==> src/rtl/food_placer.sv <==
// Food placer: draws random board cells until a free one is found, then reports it.
// Optional linear fallback scan is enabled by defining FOOD_LINEAR_FALLBACK_EN.
module food_placer #(
  parameter int MAX_TRIES = 16
) (
  input  logic       clk_i,
  input  logic       reset_i,
  input  logic       spawn_req_i,
  input  logic [5:0] rnd_i,
  input  logic       occ_hit_i,
  output logic [5:0] occ_addr_o,
  output logic [5:0] food_pos_o,
  output logic       busy_o,
  output logic       done_o,
  output logic       fail_o
);

  typedef enum logic [2:0] {IDLE, SAMPLE, CHECK, SCAN, DONE, FAIL} state_e;

  localparam logic [5:0] MaxTriesC = 6'(MAX_TRIES);

  state_e     state_q, state_d;
  logic [5:0] tries_q, tries_d;
  logic [5:0] cand_q, cand_d;
  logic [5:0] food_pos_q, food_pos_d;
`ifdef FOOD_LINEAR_FALLBACK_EN
  logic [5:0] scan_ptr_q, scan_ptr_d;
  logic [5:0] scan_cnt_q, scan_cnt_d;
`endif

  always_ff @(posedge clk_i) begin
    if (reset_i) begin
      state_q    <= IDLE;
      tries_q    <= '0;
      cand_q     <= '0;
      food_pos_q <= '0;
`ifdef FOOD_LINEAR_FALLBACK_EN
      scan_ptr_q <= '0;
      scan_cnt_q <= '0;
`endif
    end else begin
      state_q    <= state_d;
      tries_q    <= tries_d;
      cand_q     <= cand_d;
      food_pos_q <= food_pos_d;
`ifdef FOOD_LINEAR_FALLBACK_EN
      scan_ptr_q <= scan_ptr_d;
      scan_cnt_q <= scan_cnt_d;
`endif
    end
  end

  always_comb begin
    state_d    = state_q;
    tries_d    = tries_q;
    cand_d     = cand_q;
    food_pos_d = food_pos_q;
    occ_addr_o = '0;
    busy_o     = 1'b0;
    done_o     = 1'b0;
    fail_o     = 1'b0;
`ifdef FOOD_LINEAR_FALLBACK_EN
    scan_ptr_d = scan_ptr_q;
    scan_cnt_d = scan_cnt_q;
`endif
    case (state_q)
      IDLE: begin
        if (spawn_req_i) begin
          tries_d = '0;
          state_d = SAMPLE;
        end
      end
      SAMPLE: begin
        busy_o  = 1'b1;
        cand_d  = rnd_i;
        tries_d = tries_q + 6'd1;
        state_d = CHECK;
      end
      CHECK: begin
        busy_o     = 1'b1;
        occ_addr_o = cand_q;
        if (!occ_hit_i) begin
          food_pos_d = cand_q;
          state_d    = DONE;
        end else if (tries_q < MaxTriesC) begin
          state_d = SAMPLE;
        end else begin
`ifdef FOOD_LINEAR_FALLBACK_EN
          scan_ptr_d = cand_q + 6'd1;
          scan_cnt_d = '0;
          state_d    = SCAN;
`else
          state_d = FAIL;
`endif
        end
      end
`ifdef FOOD_LINEAR_FALLBACK_EN
      // scan_cnt_q counts cells already rejected; the 64th rejection ends the scan
      SCAN: begin
        busy_o     = 1'b1;
        occ_addr_o = scan_ptr_q;
        if (!occ_hit_i) begin
          food_pos_d = scan_ptr_q;
          state_d    = DONE;
        end else if (scan_cnt_q == 6'd63) begin
          state_d = FAIL;
        end else begin
          scan_ptr_d = scan_ptr_q + 6'd1;
          scan_cnt_d = scan_cnt_q + 6'd1;
        end
      end
`endif
      DONE: begin
        done_o  = 1'b1;
        state_d = IDLE;
      end
      FAIL: begin
        fail_o  = 1'b1;
        state_d = IDLE;
      end
      default: state_d = IDLE;
    endcase
  end

  assign food_pos_o = food_pos_q;

endmodule

==> config.mk <==
export PLATFORM = sky130hd
export DESIGN_NAME = food_placer
export DESIGN_NICKNAME = d
export VERILOG_FILES = /design/src/rtl/food_placer.sv
export SDC_FILE = /design/constraint.sdc
export NUM_CORES = 1
export LEC_CHECK = 0
export ABC_AREA = 1
export BUFFER_PORTS_ARGS = -buffer_cell sky130_fd_sc_hd__clkbuf_2
export CORE_UTILIZATION = 49
export DETAILED_ROUTE_END_ITERATION = 8
export PLACE_DENSITY = 0.75
export SYNTH_ARGS = -nofsm -noshare
export SYNTH_HDL_FRONTEND = slang
export SYNTH_SLANG_ARGS = --single-unit
==> constraint.sdc <==
create_clock -name clk_i -period 1.39 [get_ports clk_i]
set_clock_uncertainty 0.05 [all_clocks]
set_input_delay 0.278 -clock clk_i [delete_from_list [all_inputs] [get_ports clk_i]]
set_output_delay 0.278 -clock clk_i [all_outputs]
set_load 0.02 [all_outputs]
[Word-level counts from Yosys, hierarchy flattened]
Cells that the tools add are included.
Storage, ports and cells
  output and inout port bits: 15
  register bits after elaboration: 21
  word-level logic and storage cells: 27
  input bits: 10
Cells by class
  equality and inequality tests: 5
  bitwise operators: 1
  magnitude comparators: 1
  add/subtract/negate cells: 1
  reductions and logical operators: 5
  mux-type cells: 10
Operators by type and width (count)
  two-way mux 6 bit: 2
  case mux 6 bit (2 select lines): 1
  two-way mux 3 bit: 3
  case mux 3 bit (3 select lines): 1
  adder 6 x 1 -> 6 bit (second input constant): 1
  equality test 3 bit (second input constant): 2
  < comparator 6 x 5 -> 1 bit (second input constant): 1
  AND reduction 2 bit: 2
  equality test 3 x 1 -> 1 bit (second input constant): 1
  equality test 3 x 2 -> 1 bit (second input constant): 1
  logical NOT 3 bit: 1
  two-way mux 1 bit: 3
  inequality test 2 bit (second input constant): 1
  nonzero test 2 bit: 1
  OR reduction 2 bit: 1
  inverter 1 bit: 1

[Logic depth before layout (Yosys ltp)]
  depth after elaboration: 4
  mapped depth: 7
  gate-level depth less buffers: 7

[Least setup slack after synthesis]
Ideal clock, no wire load.
  path kind: register to output
  start: register state_q[2]
  end: output port occ_addr_o[0]
  path buffers: 0
  required time: 1062 ps
  arrival time: 1073 ps
  cell stages (with the launch flop): 4
  slack: -11 ps
  path through: dfxtp_1 nor3_4 inv_2 nor2_1
On the way
  word-level cells in the longest chain between the ends: 2
RTL lines
  start, declared: RTL line 22  | state_e state_q, state_d;
  start signal, assigned: RTL line 42  | state_q <= state_d;
  equality test 3 x 2 -> 1 bit: RTL line 66  | case (state_q)
  two-way mux 6 bit: RTL line 66
  end, declared: RTL line 11  | output logic [5:0] occ_addr_o,
No other way between the ends.

[Worst setup path after layout]
  start: register state_q[2]
  end: output port busy_o
On the way
  word-level cells in the longest chain between the ends: 3
  elaborated cells on any way between the ends: 4
  those cells by class: eq/ne (2); mux (1); reduce/logical (1)
RTL lines
  equality test 3 x 2 -> 1 bit or equality test 3 x 1 -> 1 bit (tied branches): RTL line 66
  OR reduction 2 bit (no source line) *
  two-way mux 1 bit *: RTL line 66
  end, declared: RTL line 13  | output logic busy_o,
Mark *: on every way between the ends. The rest lies on a longest branch, timed or not.

==> impl_results.md <==
* Status: finished, violations left
* Failing checks: negative setup slack
* Detailed Route WL at a little under 2000 µm
* Setup Viol. Count Final at 8
* RSZ-0062 raised after global routing: yes
* Worst setup margin at -0.2544 ns
* Root Buffer: clkbuf_4
* Hold_ws at approximately 0.16 ns
* IO buf count at 24
* Largest family of logic cells by synthesized area: simple AND/OR/NAND/NOR gates
* Slowest cell on crit path: dfxtp_4
* Area of the multi-input gates at about 430 µm²
* N_diodes at 0
* Via density per instance at between 4 and 5
* Worst Setup End Kind: output pin
* Worst slew pin tran at ~0.40 ns
* Peak VDD IR at 756.1 µV
* Post-synthesis compound-gate area fraction at 16.53%
* Post-DRT Antenna Nets at 0
* Critical Path Max Stage Delay at around 0.37 ns
* Arr. time, crit path at 1.32 ns
* Die Wd at 45.24 µm
* Slew HR at between 70% and 80%
* Layout cells sized above 1 at between 30% and 40%
* CP cell instances: buf_6 -> buf_4 -> nor2_4 -> inv_2 -> nand2_1 -> clkbuf_8
* YS warnings at 0
* Drc violations at 0
* Worst-skew pair later-pin latency at 0.30 ns
* Clock buffer depth at 2
* Final Slew Violations at 0
* Max_cap viols at 0
* DIE HEIGHT at approximately 45 µm
* Yosys top cell area share at 45.90%
* Data required, critical path at 1.06 ns
* Final core occ at 69.75%
* Kind of critical path: flip-flop to output pin
* Row cnt at 15
* Worst-path clk slew at about 0.11 ns
* Synth Area in Adders at 1.366%
* Hpwl dp at 1377 µm
* HP Class: primary input to flip-flop
* CTS tree: yes
* WHS Path Cells at 3
* Num ports at 25
* Post-synthesis cell type count at 20
* Final Wtd Congestion at 0.7779
* Final Cycle Share at 118.3%
* # nets final at 166
* Simple-Gate Fraction of Synth Area at between 20 and 30%
* Syn nets at between 100 and 150
* Tmin final at roughly 1.6 ns
* DR iter-0 viols at 24
* Filler cells at 159
* Initial core utilization at 52.47%
* Largest net degree at the start of global routing at 13
* Seq/Total Area, Yosys at between 40% and 50%
* Vias in the first global route at 754
* Fin. Hold Viols at 0
* Antenna violations before repair at 0
* Highest Clock Rate at 0.6081 GHz
* Final instance area at 0.001217 mm²
* Crit start category: flip-flop
* Via count at 880
* Dominant cells by area after synthesis: dfxtp_1 46%, a21oi_1 8.7%, nand2_1 8.6%, inv_1 6.1%, nand3_1 6.0%
* Synth Area in XOR/XNOR at 0.9563%
* Drt first pass iters at 4
* FF+latch count, synth at 21
* Area Growth Syn to Fin at 32.92%
* Reg2reg path depth at 8
* Mapped Cells at 122
* Cell taking the most area after synthesis: dfxtp_1
* FF+latch area at 426.7 µm²
* Cell Pwr Density at 988.2 mW/mm²
* Die footprint at 0.002046 mm²
* Final setup TNS at -1.427 ns
* Total track usage at roughly 22%
* Sink Count at 21
* Static leakage at 0.5145 nW
* Mux cell area share after synthesis at 0%
* Syn_area_per_cell at around 7.5 µm²
* H-tree depth at 1
* Synthesized area at approximately 900 µm²
* Core ar. at 0.001745 mm²
* Avg WL per Cell at 10.83 µm
* CTS Buf Count at 3
* Post-DP Area at 0.001076 mm²
* Largest fanout on the critical path at 3
* First-pass GRT wire length at ~3200 µm
* GR Overflow Total at 0
* Hold_buf cts at 0
## synthesized netlist by cell type (all sizes together)
| library cell | n |
|---|---|
| a21oi | 16 |
| o21ai | 9 |
| nand3 | 11 |
| inv | 17 |
| nand4 | 1 |
| o211ai | 1 |
| nor2 | 14 |
| ha | 1 |
| nor3 | 4 |
| o21bai | 1 |
| nand2 | 22 |
| buf | 3 |
| xor2 | 1 |
| dfxtp | 21 |
## cells by family after synthesis
logic type	count (synthesis)
buffers and inverters	20
adder cells (fa/ha/maj)	1
AO/OA/AOI/OAI	27
flip-flops	21
XOR/XNOR	1
AND/OR/NAND/NOR	52
## registers in the layout, indices dropped and copies added, names as in the netlist
signal and flops:
cand_q 6, food_pos_o 6, tries_q 6, state_q 3
## repair_timing
item,in CTS,in global routing
resized for setup,16,24
setup endpoints to repair,9,9
setup buffers,2,1
## worst max-delay path, delay by kind of cell (launching register included)
kind          cells  cell delay [ns]
buf+inv           4             0.46
simple gates      2             0.19
flops             1             0.37
## final timing paths
| kind | slack [ns] | from | end |
|---|---|---|---|
| worst max register to register | 0.05 | state_q[2]$_SDFFE_PP0P_ | cand_q[2]$_SDFFE_PP0P_ |
| worst min register to register | 0.42 | food_pos_o[3]$_SDFFE_PP0P_ | food_pos_o[3]$_SDFFE_PP0P_ |
| worst max-delay path | -0.25 | state_q[2]$_SDFFE_PP0P_ | busy_o |
| worst min-delay path | 0.16 | occ_hit_i | state_q[0]$_SDFFE_PP0P_ |
## routing by layer
| metal | vias up | global-route usage (%) | part of all wire [%] |
|---|---|---|---|
| met2 | 21 | 34.78 | 46 |
| li1 | 461 | - | - |
| met1 | 394 | 29.35 | 48 |
| met4 | 0 | 10.91 | 2.0 |
| met5 | - | 0 | 0 |
| met3 | 4 | 4.000 | 3.6 |
## power by group
part           internal, W  leakage (nW)  switching, W
Clock             0.000107        0.0177      0.000182
Combinational     0.000101         0.324      0.000146
Sequential        0.000639         0.172     0.0000277
## metrics by stage
step | std cells | setup slack [ns] | power, W
after global placement | 172 | 0.1059 | 0.0008781
after global routing | 179 | -0.3023 | 0.001269
after floorplan | 122 | -0.01145 | 0.0008200
after detailed placement | 172 | 0.1019 | 0.0008810
final | 179 | -0.2544 | 0.001203
after CTS | 178 | -0.1939 | 0.001185
## cell type report
cell class | count | area share (%)
timing repair buffer | 31 | 19.01
clock buffer | 3 | 1.850
inverter | 17 | 5.858
multi-input combinational | 81 | 35.25
tap | 25 | 2.569
sequential | 21 | 35.05
clock inverter | 1 | 0.4111
## placed cells by master (no fill, tap or decap), types with 2 or more instances in the layout
cell and count:
dfxtp_1 18, buf_6 7, a21oi_1 16, o21ai_0 5, clkbuf_2 15, inv_4 3, o21ai_2 4, nand3_1 11
nor2_2 6, nand2_1 21, dfxtp_2 2, clkbuf_4 4, nor2_1 7, inv_1 13, buf_4 5, nor3_1 3
clkbuf_8 2
Power figures use the tool's default switching activity.
